<file path="src/rtl/ttt_pkg.sv">
// Shared types and constants for the tic-tac-toe turn sequencer.
// Optional turn-timeout feature is controlled by the TTT_TURN_TIMEOUT_EN macro.
package ttt_pkg;

    typedef enum logic [2:0] {
        IDLE,
        WAIT_MOVE,
        LOAD,
        VALIDATE,
        CHECK,
        DONE
    } state_t;

    localparam logic [1:0] WIN_NONE = 2'b00;
    localparam logic [1:0] WIN_P1   = 2'b01;
    localparam logic [1:0] WIN_P2   = 2'b10;

    localparam int unsigned NUM_CELLS = 9;
    localparam int unsigned POS_W     = 4;

    function automatic logic pos_legal(input logic [POS_W-1:0] pos);
        return pos < POS_W'(NUM_CELLS);
    endfunction

    function automatic logic [1:0] win_code(input logic pid);
        return pid ? WIN_P2 : WIN_P1;
    endfunction

endpackage

</file>
<file path="src/rtl/turn_timer.sv">
// Idle-turn timer: counts while enabled, pulses tc at TIMEOUT_CYCLES-1 and wraps.
// Only instantiated when TTT_TURN_TIMEOUT_EN is defined.
module turn_timer #(
    parameter int unsigned TIMEOUT_CYCLES = 250_000_000,
    parameter int unsigned CNT_W          = 28
) (
    input  logic clock,
    input  logic reset,
    input  logic clear,
    input  logic enable,
    output logic tc
);

    localparam logic [CNT_W-1:0] LAST = CNT_W'(TIMEOUT_CYCLES - 1);

    logic [CNT_W-1:0] cnt_q;

    assign tc = enable && (cnt_q == LAST);

    always_ff @(posedge clock) begin
        if (reset || clear) begin
            cnt_q <= '0;
        end else if (enable) begin
            cnt_q <= tc ? '0 : cnt_q + CNT_W'(1);
        end
    end

endmodule

</file>
<file path="src/rtl/tictactoe_turn_ctrl.sv">
// Tic-tac-toe turn sequencer: player alternation, move handshake and win/draw check.
// Define TTT_TURN_TIMEOUT_EN to enable forfeiting an idle turn after TIMEOUT_CYCLES.
module tictactoe_turn_ctrl
    import ttt_pkg::*;
#(
    parameter int unsigned TIMEOUT_CYCLES = 250_000_000,
    parameter int unsigned CNT_W          = 28
) (
    input  logic             clock,
    input  logic             reset,
    input  logic             start,
    input  logic             move_req,
    input  logic [POS_W-1:0] move_pos,
    input  logic             valid_done,
    input  logic             win_detect,
    input  logic             board_full,
    output logic             board_clr,
    output logic             validar_jugada,
    output logic [POS_W-1:0] pos_out,
    output logic             player_id,
    output logic             move_ack,
    output logic             move_rej,
    output logic             game_over,
    output logic [1:0]       winner,
    output logic             turn_timeout
);

    state_t           state_q;
    logic             board_clr_q;
    logic             validar_q;
    logic [POS_W-1:0] pos_q;
    logic             player_q;
    logic             move_ack_q;
    logic             move_rej_q;
    logic             game_over_q;
    logic [1:0]       winner_q;
    logic             timer_tc;

`ifdef TTT_TURN_TIMEOUT_EN
    logic turn_timeout_q;

    // Held clear outside WAIT_MOVE so every entry starts from zero.
    turn_timer #(
        .TIMEOUT_CYCLES(TIMEOUT_CYCLES),
        .CNT_W         (CNT_W)
    ) u_timer (
        .clock (clock),
        .reset (reset),
        .clear (state_q != WAIT_MOVE),
        .enable(state_q == WAIT_MOVE),
        .tc    (timer_tc)
    );

    assign turn_timeout = turn_timeout_q;
`else
    logic unused_cfg;

    assign timer_tc     = 1'b0;
    assign turn_timeout = 1'b0;
    assign unused_cfg   = ^{TIMEOUT_CYCLES, CNT_W, timer_tc};
`endif

    always_ff @(posedge clock) begin
        if (reset) begin
            state_q     <= IDLE;
            board_clr_q <= 1'b0;
            validar_q   <= 1'b0;
            pos_q       <= '0;
            player_q    <= 1'b0;
            move_ack_q  <= 1'b0;
            move_rej_q  <= 1'b0;
            game_over_q <= 1'b0;
            winner_q    <= WIN_NONE;
`ifdef TTT_TURN_TIMEOUT_EN
            turn_timeout_q <= 1'b0;
`endif
        end else begin
            board_clr_q <= 1'b0;
            validar_q   <= 1'b0;
            move_ack_q  <= 1'b0;
            move_rej_q  <= 1'b0;
`ifdef TTT_TURN_TIMEOUT_EN
            turn_timeout_q <= 1'b0;
`endif
            unique case (state_q)
                IDLE, DONE: begin
                    if (start) begin
                        board_clr_q <= 1'b1;
                        player_q    <= 1'b0;
                        winner_q    <= WIN_NONE;
                        game_over_q <= 1'b0;
                        state_q     <= WAIT_MOVE;
                    end
                end
                WAIT_MOVE: begin
                    if (move_req) begin
                        if (pos_legal(move_pos)) begin
                            pos_q   <= move_pos;
                            state_q <= LOAD;
                        end else begin
                            move_rej_q <= 1'b1;
                        end
                    end
`ifdef TTT_TURN_TIMEOUT_EN
                    else if (timer_tc) begin
                        turn_timeout_q <= 1'b1;
                        player_q       <= ~player_q;
                    end
`endif
                end
                LOAD: begin
                    validar_q <= 1'b1;
                    state_q   <= VALIDATE;
                end
                VALIDATE: begin
                    if (valid_done) begin
                        move_ack_q <= 1'b1;
                        state_q    <= CHECK;
                    end else begin
                        move_rej_q <= 1'b1;
                        state_q    <= WAIT_MOVE;
                    end
                end
                CHECK: begin
                    // Win outranks a full board: the last mark can do both.
                    if (win_detect) begin
                        winner_q    <= win_code(player_q);
                        game_over_q <= 1'b1;
                        state_q     <= DONE;
                    end else if (board_full) begin
                        winner_q    <= WIN_NONE;
                        game_over_q <= 1'b1;
                        state_q     <= DONE;
                    end else begin
                        player_q <= ~player_q;
                        state_q  <= WAIT_MOVE;
                    end
                end
                default: state_q <= IDLE;
            endcase
        end
    end

    assign board_clr      = board_clr_q;
    assign validar_jugada = validar_q;
    assign pos_out        = pos_q;
    assign player_id      = player_q;
    assign move_ack       = move_ack_q;
    assign move_rej       = move_rej_q;
    assign game_over      = game_over_q;
    assign winner         = winner_q;

endmodule
</file>
<file path="config.mk">
export PLATFORM = sky130hd
export DESIGN_NAME = tictactoe_turn_ctrl
export DESIGN_NICKNAME = d
export VERILOG_FILES = /design/src/rtl/ttt_pkg.sv /design/src/rtl/turn_timer.sv /design/src/rtl/tictactoe_turn_ctrl.sv
export SDC_FILE = /design/constraint.sdc
export NUM_CORES = 1
export LEC_CHECK = 0
export CAP_MARGIN = 30
export CORE_MARGIN = 2
export CORE_UTILIZATION = 46
export DETAILED_ROUTE_END_ITERATION = 8
export HOLD_SLACK_MARGIN = 0.03
export PLACE_DENSITY = 0.92
export SLEW_MARGIN = 20
export SYNTH_ARGS = -nofsm -noshare
export SYNTH_HDL_FRONTEND = slang
export SYNTH_SLANG_ARGS = --single-unit
</file>
<file path="constraint.sdc">
create_clock -name clock -period 2.9 [get_ports clock]
set_input_delay 0.58 -clock clock [delete_from_list [all_inputs] [get_ports clock]]
set_output_delay 0.58 -clock clock [all_outputs]
set_load 0.1 [all_outputs]
</file>
# [Yosys cells after proc, flatten, opt, wreduce, memory -nomap -nowiden]
# Index checks and enable logic that the tools add are counted.
# Widths: inputs -> output; s select.
[op_classes] eq_ne=11 bitwise_logic=3 magnitude_cmp=1 n_mux=26 n_reduce_logical=9
[ops] cell="$mux 3" n=6
[ops] cell="$pmux 3 s5" n=1
[ops] cell="$mux 1" n=11
[ops] cell="$ne 2x2->1 const B" n=5
[ops] cell="$reduce_and 3->1" n=3
[ops] cell="$mux 2" n=4
[ops] cell="$eq 3x2->1 const B" n=2
[ops] cell="$eq 3x3->1 const B" n=2
[ops] cell="$pmux 1 s2" n=3
[ops] cell="$reduce_or 2->1" n=3
[ops] cell="$lt 4x4->1 const B" n=1
[ops] cell="$pmux 2 s2" n=1
[ops] cell="$reduce_and 4->1" n=1
[ops] cell="$eq 3x1->1 const B" n=1
[ops] cell="$logic_not 3->1" n=1
[ops] cell="$ne 3x3->1 const B" n=1
[ops] cell="$not 1->1" n=3
[ops] cell="$reduce_bool 2->1" n=1
[word_totals] register_bits=15 out_inout_bits=13 inputBits=11

# [Logic depth before layout (Yosys ltp)]
# Gate-level depths: netlist of the first run.
[logic_depth] word_depth=4 depth_mapped=6

# [Worst setup path after synthesis of the first run]
# No wires, ideal clock.
[synth_timing] path_kind="reg2out" start="register player_q, in the netlist player_id" end="output port player_id" path_slack_ns=1.347 t_arrival_ns=0.973 path_stages_with_launch=1 required_time_ns=2.320 path_cell_list="dfxtp_1"
[synth_lines] element="start: declaration" line="tictactoe_turn_ctrl.sv:32" source="logic player_q;"
[synth_lines] element="start signal: assignment" line="tictactoe_turn_ctrl.sv:135" source="player_q <= ~player_q;"
[synth_lines] element="end: declaration" line="tictactoe_turn_ctrl.sv:20" source="output logic player_id,"
# No word-level cell between the ends.

# [Worst setup path after layout of the first run]
[layout_timing] start="input port win_detect" end="register player_q, in the netlist player_id"
[layout_between] elab_chain_cells=2
[layout_rtl] element="start: declaration" line="tictactoe_turn_ctrl.sv:15" source="input logic win_detect,"
[layout_rtl] element="$ne 2x2->1 (no line)"
[layout_rtl] element="$reduce_and 4->1 (no line)"
# Every way passes these cells.
# A chain may end at the register's enable or synchronous reset.

==> summary.md, run 1 <==
| Metric | Value |
|---|---|
| Post-synthesis adder-cell area fraction | 0% |
| Design area | 912 um^2 |
| Critical-path cell list | clkdlybuf4s50_1 -> or4b_1 -> o21ai_1 -> a21oi_1 -> a31o_1 |
| Cells after Synth | 81 |
| Top Ports | 24 |
| Post-synth EDFFs | 0 |
| Crit-path slowest cell | or4b_1 |
| Clk Latency, worst-skew pair | 280 ps |
| Worst vdd ir | 266 uV |
| Synth Area in Compound Gates | 20.5% |
| Initial core utilization | 47.7% |
| Setup bufs post-CTS | 0 |
| PwrDens | 533 nW/um^2 |
| Final hold violations | 0 |
| Number of library cell types mapped by synthesis | 32 |
| Share of layout cells above drive strength 1 | 17.6% |
| Max-slew headroom | 62.3% |
| Total GRT Usage | 19.4% |
| Detail Route Antenna Nets | 0 |
| Post-CTS Hold Fix Bufs | 0 |
| Synthesis-to-layout area growth | 29.9% |
| Fin crit period | 1820 ps |
| Most frequent cells after synthesis | dfxtp_1 (15), nor2_1 (11), nor3_1 (7) |
| Initial DRT Pass Iterations | 4 |
| CTS root buf | clkbuf_4 |
| DIE AREA | 1850 um^2 |
| Final setup vio count | 0 |
| Clk sink count | 15 |
| Routed len/inst | 13.4 um |
| Total grt overflow | 0 |
| CTS Buffer Depth | 2 |
| Fin. max-slew vios | 0 |
| Vias | 691 |
| Placed Area | 886 um^2 |
| CTS HTree Levels | 1 |
| Worst EP arrival | 2000 ps |
| CORE AREA | 1470 um^2 |
| Most frequent cell after synthesis | dfxtp_1 |
| First-pass GRT wire length | 2710 um |
| Worst Hold Class | reg2reg |
| Buffers on Ports | 22 |
| Simple-Gate Fraction of Synth Area | 24.8% |
| Syn nets | 92 |
| Critical Path Stages | 5 |
| Worst-margin pin slew | 565 ps |
| Initial DRC count | 13 |
| Post-CTS sizing | 0 |
| Seq/Total Area, Yosys | 42.8% |
| Height of the die | 43.1 um |
| Largest fanout on the critical path | 4 |
| Combinational family with the most area after synthesis | simple AND/OR/NAND/NOR gates |
| Outcome | finished, final reports clean |
| Worst Path Required | 3080 ps |
| Hold Path Stages | 1 |
| Largest net degree at the start of global routing | 18 |
| Avg Vias per Cell | 5.86 |
| Synthesized flop and latch total | 15 |
| Unrepaired setup endpoints after global routing | false |
| CP top delay family | simple AND/OR/NAND/NOR gates |
| Clock-pin slew on the worst setup and hold paths | 90 ps |
| Initial antenna violation count | 0 |
| Row count | 14 |
| Clk_skew | 2.04 ps |
| Total power | 0.486 mW |
| Worst path buffer plus inverter count | 1 |
| Max Cap Viol | 0 |
| Vias in the first global route | 629 |
| Post-Synth XOR/XNOR Area | 1.25% |
| Cts bufs inserted | 3 |
| Core Util, Final | 62.0% |
| Synth warn | 0 |
| FMAX | 549 MHz |
| Post-synth top area cell | dfxtp_1 |
| Synthesized area | 702 um^2 |
| CP Capture Type | register |
| Routed wire length | 1590 um |
| Leak Pwr | 0.358 nW |
| Layout Nets | 114 |
| Hpwl dp | 1150 um |
| Min Hold Slack | 470 ps |
| Area contributors post-synth | dfxtp_1 (43%), nor2_1 (5.9%), nor3_1 (5.0%) |
| TritonCTS clock tree | done |
| Die width | 43.1 um |
| Reg2reg path depth | 4 |
| Synth Area per Inst | 8.67 um^2 |
| Critical Setup Path Class | in2reg |
| Tcrit/Tclk final | 62.8% |
| Worst Setup Start Kind | input pin |
| Mux cell area share after synthesis | 4.28% |
| Top cell type's share of synthesized area | 42.8% |
| Share of synthesized registers carrying an async set or reset | 0% |
| GPL Wtd Cong | 0.776 |
| Synth Flop Type | dfxtp_1 |
| # DRC | 0 |
| Largest stage delay, worst path | 520 ps |
| Setup TNS | 0 ps |
| Antenna cell count | 0 |
worst reg2reg max path, cell delays in order (launching register included):
cell and delay (ps):
dfxtp_1 690, or4b_1 490, o21ai_1 140, a21oi_1 110
a31o_1 190
worst paths after layout:
path / startpoint / to / slack (ps)
setup / recovery: win_detect / player_id$_SDFFE_PP0P_ / 1080
hold / removal: winner[0]$_SDFFE_PP0P_ / winner[0]$_SDFFE_PP0P_ / 470
setup reg to reg: state_q[2]$_SDFFE_PP0P_ / player_id$_SDFFE_PP0P_ / 1170
hold reg to reg: winner[0]$_SDFFE_PP0P_ / winner[0]$_SDFFE_PP0P_ / 470
cells by family (layout without fill, tap and decap cells):
family                    Yosys count  after routing
muxes                               3              3
and+or+nand+nor                    31             31
AOI/OAI and AO/OA                  21             21
xor gates and xnor gates            1              1
DFF                                15             15
other                               1              1
buffers and inverters               9             30
flip-flops by register name, indices dropped and copies added (netlist names):
name	cells
pos_out	4
state_q	3
winner	2
board_clr	1
game_over	1
move_ack	1
move_rej	1
player_id	1
validar_jugada	1
cells in the final DEF (no fill, tap or decap), types with 2 or more instances in the layout:
cell	n
dfxtp_1	15
buf_4	12
nor2_1	11
clkdlybuf4s50_1	10
nor3_1	7
a21oi_1	6
nand2b_1	5
o21ai_1	3
inv_1	3
mux2i_1	3
clkbuf_4	3
nand3b_1	2
o2bb2ai_1	2
where the power goes:
part	switching [mW]	internal, mW
registers	0.0165	0.217
logic	0.0913	0.0423
clock network	0.0663	0.0533
total	0.174	0.312
cell type report:
| cell class | instances | area, um^2 |
|---|---|---|
| fillers | 130 | 559 |
| inverters | 4 | 15.0 |
| repair buffers | 22 | 190 |
| flip-flops and latches | 15 | 300 |
| clock buffers | 4 | 26.3 |
| multi-input cells | 57 | 360 |
| well taps | 16 | 20.0 |
through the flow:
stage / instances / worst slack (ps)
6_report: 118 / 1080
5_1_grt: 118 / 997
4_1_cts: 118 / 1090
3_5_place_dp: 114 / 788
3_3_place_gp: 114 / 850
2_1_floorplan: 81 / 1350
metal layers:
metal  track usage [%]  share of wire [%]
met2              31.2                 50
met1              24.3                 41
met5                 0                  0
met4              10.9                1.2
met3              3.40                8.3
(Power assumes the default switching activity.)
==> run 2: changes to the inputs <==
--- a/config.mk
+++ b/config.mk
@@ -7,10 +7,10 @@
 export LEC_CHECK = 0
 export CAP_MARGIN = 30
 export CORE_MARGIN = 2
-export CORE_UTILIZATION = 46
+export CORE_UTILIZATION = 39
 export DETAILED_ROUTE_END_ITERATION = 8
 export HOLD_SLACK_MARGIN = 0.03
-export PLACE_DENSITY = 0.92
+export PLACE_DENSITY = 0.84
 export SLEW_MARGIN = 20
 export SYNTH_ARGS = -nofsm -noshare
 export SYNTH_HDL_FRONTEND = slang
==> constraint.sdc (replaced) <==
create_clock -name clock -period 1.55 [get_ports clock]
set_input_delay 0.31 -clock clock [delete_from_list [all_inputs] [get_ports clock]]
set_output_delay 0.31 -clock clock [all_outputs]
set_load 0.1 [all_outputs]
==> run 2 against run 1 <==
  * Sequential cell count is the same
  * Setup slack lost 990 ps
  * Worst hold slack gained 42 ps
  * Cell count grew 17%
  * Non-clock buffer count grew 11
  * Critical endpoint unchanged
  * Power grew 100%
  * Clock power grew 92%
  * Global-route usage shrank 0.14 points
  * Core utilization grew 5.8 points
  * Combinational power grew 130%
  * Via count grew 2.6%
  * Largest power group unchanged
==> summary.md, run 2 (synthesized netlist as in run 1, its figures left out) <==
| Metric | Value |
|---|---|
| Outcome | finished, final reports clean |
| Largest fanout on the critical path | 2 |
| Placed Area | 1130 um^2 |
| CTS Buffer Depth | 2 |
| Critical Setup Path Class | in2reg |
| Buffers on Ports | 22 |
| DIE AREA | 2160 um^2 |
| Clk Latency, worst-skew pair | 290 ps |
| Core Util, Final | 67.8% |
| Final setup vio count | 0 |
| Worst Setup Start Kind | input pin |
| Most common cell after layout, fill and taps aside | dfxtp_1 |
| Most frequent cells in the layout | dfxtp_1 (15), buf_12 (12), nor2_1 (11), buf_4 (11), clkdlybuf4s50_1 (10) |
| Detail Route Antenna Nets | 0 |
| Initial core utilization | 41.1% |
| Vias | 709 |
| Initial antenna violation count | 0 |
| Setup bufs post-CTS | 0 |
| Total grt overflow | 0 |
| CTS root buf | clkbuf_4 |
| Leak Pwr | 0.449 nW |
| # DRC | 0 |
| Layout Nets | 125 |
| PnR worst setup slack | 83.6 ps |
| CTS HTree Levels | 1 |
| Pre-CTS WS | -221 ps |
| Top Ports | 24 |
| Tcrit/Tclk final | 94.6% |
| Unrepaired setup endpoints after global routing | false |
| FMAX | 682 MHz |
| TritonCTS clock tree | done |
| Fin crit period | 1470 ps |
| Worst Hold Class | reg2reg |
| Max Cap Viol | 0 |
| Initial DRC count | 25 |
| Antenna cell count | 0 |
| Routed wire length | 1740 um |
| Design area | 1160 um^2 |
| Height of the die | 46.4 um |
| Cts bufs inserted | 3 |
| Initial DRT Pass Iterations | 4 |
| Worst vdd ir | 586 uV |
| Vias in the first global route | 724 |
| GPL Wtd Cong | 0.740 |
| Reg2reg setup slack | 110 ps |
| Critical-path cell list | clkdlybuf4s50_1 -> or4b_1 -> o21ai_1 -> a21oi_1 -> a31o_1 |
| Hpwl dp | 1380 um |
| Worst EP arrival | 1660 ps |
| Final hold violations | 0 |
| Die width | 46.4 um |
| Worst Path Required | 1740 ps |
| Reg2Reg Launch Point | state_q[2]$_SDFFE_PP0P_ |
| Routed len/inst | 12.6 um |
| Max reg flops | 4 |
| Row count | 15 |
| Cell Count, Final, Fillers Out | 138 |
| Avg Vias per Cell | 5.14 |
| Fin. max-slew vios | 0 |
| CP Capture Type | register |
| Share of layout cells above drive strength 1 | 26.5% |
| Total GRT Usage | 19.3% |
| Critical path launch point | win_detect |
| Clk sink count | 15 |
| Reg2reg path depth | 4 |
| Largest net degree at the start of global routing | 10 |
| Placed Instances | 134 |
| Largest stage delay, worst path | 530 ps |
| PwrDens | 846 nW/um^2 |
| CORE AREA | 1710 um^2 |
| Crit path to | player_id$_SDFFE_PP0P_ |
| Clock-pin slew on the worst setup and hold paths | 100 ps |
| Post-CTS sizing | 0 |
| First-pass GRT wire length | 2990 um |
| Crit-path slowest cell | or4b_1 |
| Critical R2R Capture | player_id$_SDFFE_PP0P_ |
| Clk_skew | 8.06 ps |
| Synthesis-to-layout area growth | 64.9% |
run 2: cell types whose count changed in the layout (fill, tap and decap cells not counted):
cell      before  now
buf_12         0   12
buf_4         12   11
clkbuf_1       1    0
clkinv_2       0    1
run 2: power breakdown:
part / leakage, nW / internal (mW) / total [mW] / switching [mW]
registers: 0.122 / 0.406 / 0.436 / 0.0299
logic: 0.309 / 0.129 / 0.314 / 0.185
clock network: 0.0177 / 0.0959 / 0.230 / 0.134
run 2: final cells by class:
type	count	area, um^2
repair buffers	33	423
clock buffers	3	22.5
fillers	130	551
multi-input cells	57	360
flip-flops and latches	15	300
clock inverters	1	5.00
well taps	25	31.3
inverters	4	15.0
run 2: repair_timing:
item / 4_1_cts / 5_1_grt
endpoints found under the hold margin: 0 / 0
hold buffers: 0 / 0
endpoints found under the setup margin: 0 / 1
run 2: stage by stage:
step	power [mW]	setup TNS [ps]	hold slack, ps
final	0.979	0	512
after global routing	1.02	0	532
after CTS	0.990	0	518
after detailed placement	0.757	-1480	504
after global placement	0.749	-883	501
after floorplan	0.627	0	449
run 2: layer usage:
| metal | track usage, % | wire length (um) | part of all wire, % | up-vias |
|---|---|---|---|---|
| li1 | - | - | - | 355 |
| met1 | 22.1 | 736 | 42 | 329 |
| met2 | 34.7 | 893 | 51 | 23 |
| met3 | 3.92 | 106 | 6.1 | 2 |
| met4 | 6.86 | 7 | 0.40 | 0 |
| met5 | 0 | 0 | 0 | - |
run 2: how the worst min path moves through the flow:
| stage | end | slack (ps) | start | depth (start not counted) |
|---|---|---|---|---|
| 3_3_place_gp | winner[0]$_SDFFE_PP0P_ | 500 | winner[0]$_SDFFE_PP0P_ | 1 |
| 4_1_cts | game_over$_SDFFE_PP0P_ | 520 | game_over$_SDFFE_PP0P_ | 1 |
| 3_5_place_dp | game_over$_SDFFE_PP0P_ | 500 | game_over$_SDFFE_PP0P_ | 1 |
| 6_report | game_over$_SDFFE_PP0P_ | 510 | game_over$_SDFFE_PP0P_ | 1 |
| 5_1_grt | winner[0]$_SDFFE_PP0P_ | 530 | winner[0]$_SDFFE_PP0P_ | 1 |
| 2_1_floorplan | pos_out[2]$_SDFFE_PP0P_ | 450 | move_pos[2] | 2 |
run 2: critical path: cells and delay by family:
family	cells	cell delay, ps
compound gates	3	380
buf+inv	1	430
simple gates	1	530
